### config.mk
export PLATFORM = sky130hd
export DESIGN_NAME = mux8_rr_scheduler
export DESIGN_NICKNAME = d
export VERILOG_FILES = /design/src/rtl/mux8_pkg.sv /design/src/rtl/mux8_rr_scheduler_rr_pick8.sv /design/src/rtl/mux8_rr_scheduler.sv
export SDC_FILE = /design/constraint.sdc
export NUM_CORES = 1
export LEC_CHECK = 0
export BUFFER_PORTS_ARGS = -buffer_cell sky130_fd_sc_hd__clkbuf_2
export CORE_MARGIN = 2
export CORE_UTILIZATION = 55
export DETAILED_ROUTE_END_ITERATION = 6
export PLACE_DENSITY = 0.89
export SYNTH_ARGS = -nofsm -noshare
export SYNTH_HDL_FRONTEND = slang
export SYNTH_SLANG_ARGS = --single-unit
export TNS_END_PERCENT = 10
### constraint.sdc
create_clock -name clk -period 8.6 [get_ports clk]
set_clock_uncertainty 0.2 [all_clocks]
set_input_delay 0.86 -clock clk [delete_from_list [all_inputs] [get_ports clk]]
set_output_delay 0.86 -clock clk [all_outputs]
set_load 0.05 [all_outputs]
### src/rtl/mux8_pkg.sv
// Shared constants and FSM encoding for the 8-channel round-robin mux scheduler.
// No logic; types and sizes only.
// Channel count is fixed at 8, so the select width is fixed at 3 bits.
package mux8_pkg;

  localparam int NCH        = 8;
  localparam int SEL_W      = 3;
  localparam int DATA_W_DEF = 8;

  typedef enum logic [1:0] {
    IDLE   = 2'd0,
    SELECT = 2'd1,
    HOLD   = 2'd2
  } state_t;

endpackage

### src/rtl/mux8_rr_scheduler_rr_pick8.sv
// Combinational round-robin picker over 8 requests.
// Latency: zero cycles (pure combinational).
// Backpressure: none; the caller decides when the result is used.
module rr_pick8
  import mux8_pkg::*;
(
  input  logic [NCH-1:0]   req,
  input  logic [SEL_W-1:0] last,
  output logic             any,
  output logic [SEL_W-1:0] idx
);

  logic [SEL_W-1:0] w_c;

  // Scan from the farthest slot (last itself) to the nearest (last+1).
  // Each later hit overwrites the earlier one, so the nearest set bit after last wins.
  always_comb begin
    any = 1'b0;
    idx = '0;
    w_c = '0;
    for (int k = NCH; k >= 1; k--) begin
      w_c = last + SEL_W'(k);
      if (req[w_c]) begin
        any = 1'b1;
        idx = w_c;
      end
    end
  end

endmodule

### src/rtl/mux8_rr_scheduler.sv
// Round-robin scheduler driving an external 8:1 byte mux; captures and forwards the byte.
// Latency: 1 cycle decide (IDLE/HOLD) + 1 cycle select/capture; peak 1 byte per 2 cycles.
// Backpressure: out_ready=0 parks the FSM in HOLD; no further pops until the byte is taken.
module mux8_rr_scheduler
  import mux8_pkg::*;
#(
  parameter int DATA_W = DATA_W_DEF
) (
  input  logic              clk,
  input  logic              rst_n,
  input  logic [NCH-1:0]    req_valid,
  output logic [NCH-1:0]    req_ready,
  output logic [SEL_W-1:0]  sel,
  input  logic [DATA_W-1:0] mux_data,
  output logic              out_valid,
  output logic [DATA_W-1:0] out_data,
  output logic [SEL_W-1:0]  out_chan,
  input  logic              out_ready
);

  state_t            r_state;
  logic [SEL_W-1:0]  r_sel;
  logic [SEL_W-1:0]  r_last;
  logic              r_out_vld;
  logic [DATA_W-1:0] r_out_data;
  logic [SEL_W-1:0]  r_out_chan;

  logic              w_any;
  logic [SEL_W-1:0]  w_idx;
  logic              w_sel_vld;

  // One picker serves both the IDLE and the HOLD-exit decisions.
  rr_pick8 u_pick (
    .req  (req_valid),
    .last (r_last),
    .any  (w_any),
    .idx  (w_idx)
  );

  assign w_sel_vld = req_valid[r_sel];

  // Pop strobe: only in SELECT, only if the selected source is still holding its byte.
  always_comb begin
    req_ready = '0;
    if (r_state == SELECT && w_sel_vld) begin
      req_ready[r_sel] = 1'b1;
    end
  end

  // Scheduler FSM; sel and the output port are registered here.
  always_ff @(posedge clk or negedge rst_n) begin
    if (!rst_n) begin
      r_state    <= IDLE;
      r_sel      <= '0;
      r_last     <= SEL_W'(NCH - 1);
      r_out_vld  <= 1'b0;
      r_out_data <= '0;
      r_out_chan <= '0;
    end else begin
      case (r_state)
        IDLE: begin
          if (w_any) begin
            r_sel   <= w_idx;
            r_state <= SELECT;
          end
        end
        SELECT: begin
          if (w_sel_vld) begin
            r_out_data <= mux_data;
            r_out_chan <= r_sel;
            r_out_vld  <= 1'b1;
            r_last     <= r_sel;
            r_state    <= HOLD;
          end else begin
            // Source withdrew: nothing popped, fairness pointer untouched.
            r_state <= IDLE;
          end
        end
        HOLD: begin
          if (out_ready) begin
            r_out_vld <= 1'b0;
            if (w_any) begin
              r_sel   <= w_idx;
              r_state <= SELECT;
            end else begin
              r_state <= IDLE;
            end
          end
        end
        default: r_state <= IDLE;
      endcase
    end
  end

  assign sel       = r_sel;
  assign out_valid = r_out_vld;
  assign out_data  = r_out_data;
  assign out_chan  = r_out_chan;

endmodule

* Yosys cells after proc, flatten, opt, wreduce, memory -nomap -nowiden
Index checks and enable logic that the tools add are counted.
** Cells by class
- $lt $le $gt $ge :: 10
- Equal/unequal tests :: 5
- Reduce and logical (&&, ||, !) cells :: 9
- Add/subtract/negate cells :: 7
- Muxes and demuxes :: 48
** Operators by type and width (number)
- $lt A3 B4 Y1 const B :: 9
- $mux W3 :: 10
- $bmux W1 S3 :: 9
- $mux W1 :: 21
- $add A3 B3 Y3 const B :: 4
- $mux W8 :: 1
- $add A3 B2 Y3 const B :: 2
- $mux W2 :: 3
- $pmux W2 S3 :: 1
- $pmux W3 S2 :: 1
- $reduce_and A2 Y1 :: 3
- $ne A2 B2 Y1 const B :: 2
- $reduce_bool A2 Y1 :: 2
- $add A3 B1 Y3 const B :: 1
- $demux W1 S3 :: 1
- $ge A3 B1 Y1 const B :: 1
- $reduce_and A3 Y1 :: 1
- $eq A2 B1 Y1 const B :: 1
- $eq A2 B2 Y1 const B :: 1
- $logic_and A1 B1 Y1 :: 2
- $logic_not A2 Y1 :: 1
- $ne A2 B1 Y1 const B :: 1
- $pmux W1 S2 :: 1
** Word-level totals
- Input bits :: 19
- Flip-flop bits (word level) :: 20
- Word-level logic and storage cells :: 85
- Output and inout port bits :: 23

* Depth between registers and ports, before layout
- Depth in word-level cells :: 13
- Gate-level depth with buffers :: 11
- Depth with buffers taken out :: 8

* Cells and area by module
From an unflattened synthesis, not the netlist that was laid out.
** Second synthesis, totals
- Cells, all modules :: 141
- Area total of the unflattened synthesis :: 1621.6 sq um
** By module, submodules not included
- mux8_rr_scheduler :: cells an instance 64, sequential area each 504.2 sq um, area each 947.2 sq um, instances 1
- rr_pick8 :: cells an instance 77, sequential area each 0.0 sq um, area each 674.4 sq um, instances 1

* Least setup slack after synthesis
OpenSTA, ideal clock, no wires.
- Kind :: reg-to-output
- Start point :: register r_sel[1], in the netlist sel[1]
- End point :: output port req_ready[4]
- Path slack :: 4.639 ns
- Arrival :: 2.901 ns
- Required time :: 7.540 ns
- Stages on the path, launching flop included :: 8
- Path buffers :: 2
- Path through :: dfrtp_1 > clkbuf_1 > mux4_2 > mux2i_1 > nor3b_1 > buf_2 > nand2_1 > nor3_1
** On the way
- Cells in the longest elaborated chain, start to end :: 5
- Elaborated cells on any way between the ends :: 9
- Those cells by class :: order compare (2); mux (5); reduce/logical (2)
** Ends and longest elaborated chain
- start, declared :: line mux8_rr_scheduler.sv:22 : logic [SEL_W-1:0] r_sel;
- start signal, assigned :: line mux8_rr_scheduler.sv:63 : r_sel <= w_idx;
- start signal, assigned :: line mux8_rr_scheduler.sv:83 : r_sel <= w_idx;
- $lt A3 B4 Y1 (implied by the code) or $ge A3 B1 Y1 (tied branches) :: line mux8_rr_scheduler.sv:46 : req_ready[r_sel] = 1'b1;
- $logic_and A1 B1 Y1 (implied by the code) :: line mux8_rr_scheduler.sv:46
- $mux W1 (implied by the code) :: line mux8_rr_scheduler.sv:46
- $demux W1 S3 :: line mux8_rr_scheduler.sv:46
- $mux W8 (*) :: line mux8_rr_scheduler.sv:45 : if (r_state == SELECT && w_sel_vld) begin
- end, declared :: line mux8_rr_scheduler.sv:12 : output logic [NCH-1:0] req_ready,
Every way passes the cells marked *; elsewhere a longest branch is shown, timed or not. The select of a mux whose other input is x is not followed.

* Worst setup path in the final report
- Start point :: input port req_valid[5]
- End point :: output port req_ready[4]
** On the way
- Cells in the longest elaborated chain, start to end :: 4
** Ends and longest elaborated chain
- start, declared :: line mux8_rr_scheduler.sv:11 : input logic [NCH-1:0] req_valid,
- $bmux W1 S3 :: line mux8_rr_scheduler.sv:40 : assign w_sel_vld = req_valid[r_sel];
- $mux W1 (implied by the code) :: line mux8_rr_scheduler.sv:40
- $logic_and A1 B1 Y1 :: line mux8_rr_scheduler.sv:45
- $mux W8 :: line mux8_rr_scheduler.sv:45
No other way between the ends. The select of a mux whose other input is x is not followed.

==> results.md <==
- CTS Buf Count: 3
- Gates resized, CTS repair: 0
- GPL Wtd Cong: 0.913
- Clock Path Buffers: 2
- Final Hold Fails: 0
- Top cells by area, synth: dfrtp_1, mux4_2, mux2i_1
- Worst path slowest cell: nor3b_2
- Flop-to-flop setup slack: 4740 ps
- Diode count: 0
- Chip height: 60.5 um
- Slew at the pin closest to its max-slew limit: 1180 ps
- Number of synthesized register bits: 20
- Slew HR: 20.7%
- CP max FO: 20
- Synth top area share: 24.2%
- CP required: 7540 ps
- Clk_lat worst skew: 300 ps
- Post-CTS Hold Buffers: 0
- Mapped cell area: 1760 um^2
- Vias in the first global route: 1504
- Setup TNS: 0 ps
- Layout area overhead: 13.5%
- Total of max-cap violations: 0
- Top cell by count, worst path: clkbuf_2
- Crit. End Element: output port
- First-iteration detailed-routing DRC count: 96
- Ports: 42
- Congestion Overflow GR: 0
- Slowest cell delay on critical path: 950 ps
- Total GRT Usage: 24.8%
- Layout Nets: 226
- Synth Area per Inst: 10.4 um^2
- Tmin final: 4270 ps
- Most frequent cells after synthesis: dfrtp_1, nand2_1, nor2_1, mux4_2
- RSZ-0062 raised after global routing: no
- Rows: 20
- CTS tree: built
- Die width: 60.5 um
- Count of cell types in the netlist: 49
- Fraction of registers with async set/reset: 100%
- DRT Pass-1 Iters: 4
- Via density: 6.34
- Share of the clock period used by the worst path: 49.7%
- Final max-slew violation count: 0
- Clock transition at path regs: 100 ps
- Most used flip-flop cell after synthesis: dfrtp_1
- YS warnings: 0
- Maximum clock rate: 234 MHz
- Filler cells: 248
- H-tree level count: 1
- Initial antenna violation count: 0
- # clock sinks: 20
- Post-CTS setup repair buffer count: 0
- Root buffer cell: clkbuf_4
- Element type at the critical path start: primary input
- Endpoints failing setup: 0
- Register area share after synthesis: 28.7%
- Register area: 504 um^2
- Drt drc: 0
- Multi-input gate area: 1170 um^2
- Number of enable flip-flop cells after synthesis: 0
- Critical path, cell by cell: clkbuf_2 > mux4_2 > mux2i_1 > nor3b_2 > nand2_1 > nor3_1 > clkbuf_2
- Syn Inst Count: 169
- First-pass GRT wire length: 6870 um
- Final WL: 4210 um
- Core Box Area: 3050 um^2
- Post-DP HPWL: 3170 um
- Status: completed
- Hold Crit Class: in2async
- Cell taking the most area after synthesis: dfrtp_1
- Most common cell in the netlist: dfrtp_1
- Layout cells sized above 1: 39.2%
- Crit Path Class: in2out
- Initial Utilization: 57.5%
- Arrival time worst endpoint: 3210 ps
- Largest net degree at the start of global routing: 21
- Worst path bufs/invs: 2
- Cell family with most CP delay: simple AND/OR/NAND/NOR gates
- Mapped Nets: 190
- Die area: 3660 um^2
- Via count: 1573
- Routed Antenna Nets: 0
- WL per Instance: 17.0 um
- I/O Buffers: 41
## through the flow
stage	setup slack [ps]	instances	hold slack [ps]	utilization, %	instance area [um^2]
floorplan	4640	169	328	-	1760
global route	4110	248	322	65.3	1990
CTS	4340	248	292	65.3	1990
detailed placement	4350	244	271	64.5	1970
global placement	4510	244	270	64.5	1970
finish	4330	248	289	65.3	1990
## worst register-to-register path, cell delays in order, from the launching register on
cell      delay, ps
dfstp_2         750
clkinv_1        300
ha_1            760
mux4_2          660
mux2i_1         300
and3b_1         230
a221o_2         220
a31oi_1          60
a32o_2          280
## kinds of logic after synthesis
| logic type | after synthesis | synth area share (%) |
|---|---|---|
| mux | 37 | 32.7 |
| buf+inv | 20 | 5.20 |
| fa+ha+maj | 2 | 1.42 |
| compound gates | 41 | 17.7 |
| flops | 20 | 28.7 |
| xor+xnor | 3 | 1.50 |
| simple gates | 46 | 12.7 |
## layout by cell type, fill, tap and decap left out, types with 2 or more instances in the layout
cell | Yosys | final
a221oi_1 | 3 | 3
nor2_1 | 15 | 15
nand2b_1 | 5 | 5
a31oi_1 | 3 | 3
ha_1 | 2 | 2
xor2_1 | 2 | 2
mux2_2 | 10 | 10
inv_1 | 8 | 8
mux2i_1 | 12 | 12
clkinv_1 | 2 | 2
nand2_1 | 15 | 15
dfrtp_1 | 17 | 17
clkbuf_4 | 0 | 3
dfstp_2 | 3 | 3
a21oi_1 | 2 | 2
nor3_1 | 3 | 3
a211oi_1 | 2 | 2
clkbuf_2 | 0 | 41
o21ai_0 | 12 | 12
mux4_2 | 14 | 14
a21o_1 | 3 | 3
## path summary, 6_finish.rpt
kind	end	startpoint	cells past startpoint
max	req_ready[4]	req_valid[5]	7
min	out_data[2]	rst_n	1
max reg2reg	sel[0]	r_last[0]	8
min reg2reg	out_valid	out_valid	1
max in group asynchronous	r_last[0]	rst_n	1
min in group clk	out_valid	out_valid	1
## sequential cells by signal, summed over array words and instances (netlist names)
name       count
r_state        2
sel            3
r_last         3
out_valid      1
out_chan       3
out_data       8
## final cells by class
type                            instances  share of cell area, %
Inverter                               10                   1.88
Clock buffer                            4                   1.32
Timing Repair Buffer                   41                   10.3
Multi-Input combinational cell        129                   58.5
Sequential cell                        20                   25.3
Tap cell                               44                   2.76
## routing by layer
metal | track usage, % | wire length (um)
met1 | 34.4 | 1710
met2 | 40.2 | 2180
met3 | 4.26 | 264
met4 | 7.76 | 59
met5 | 0 | 0
Power is not shown: default switching activity piles up to over one toggle a cycle in this logic, so the estimate is an artifact.
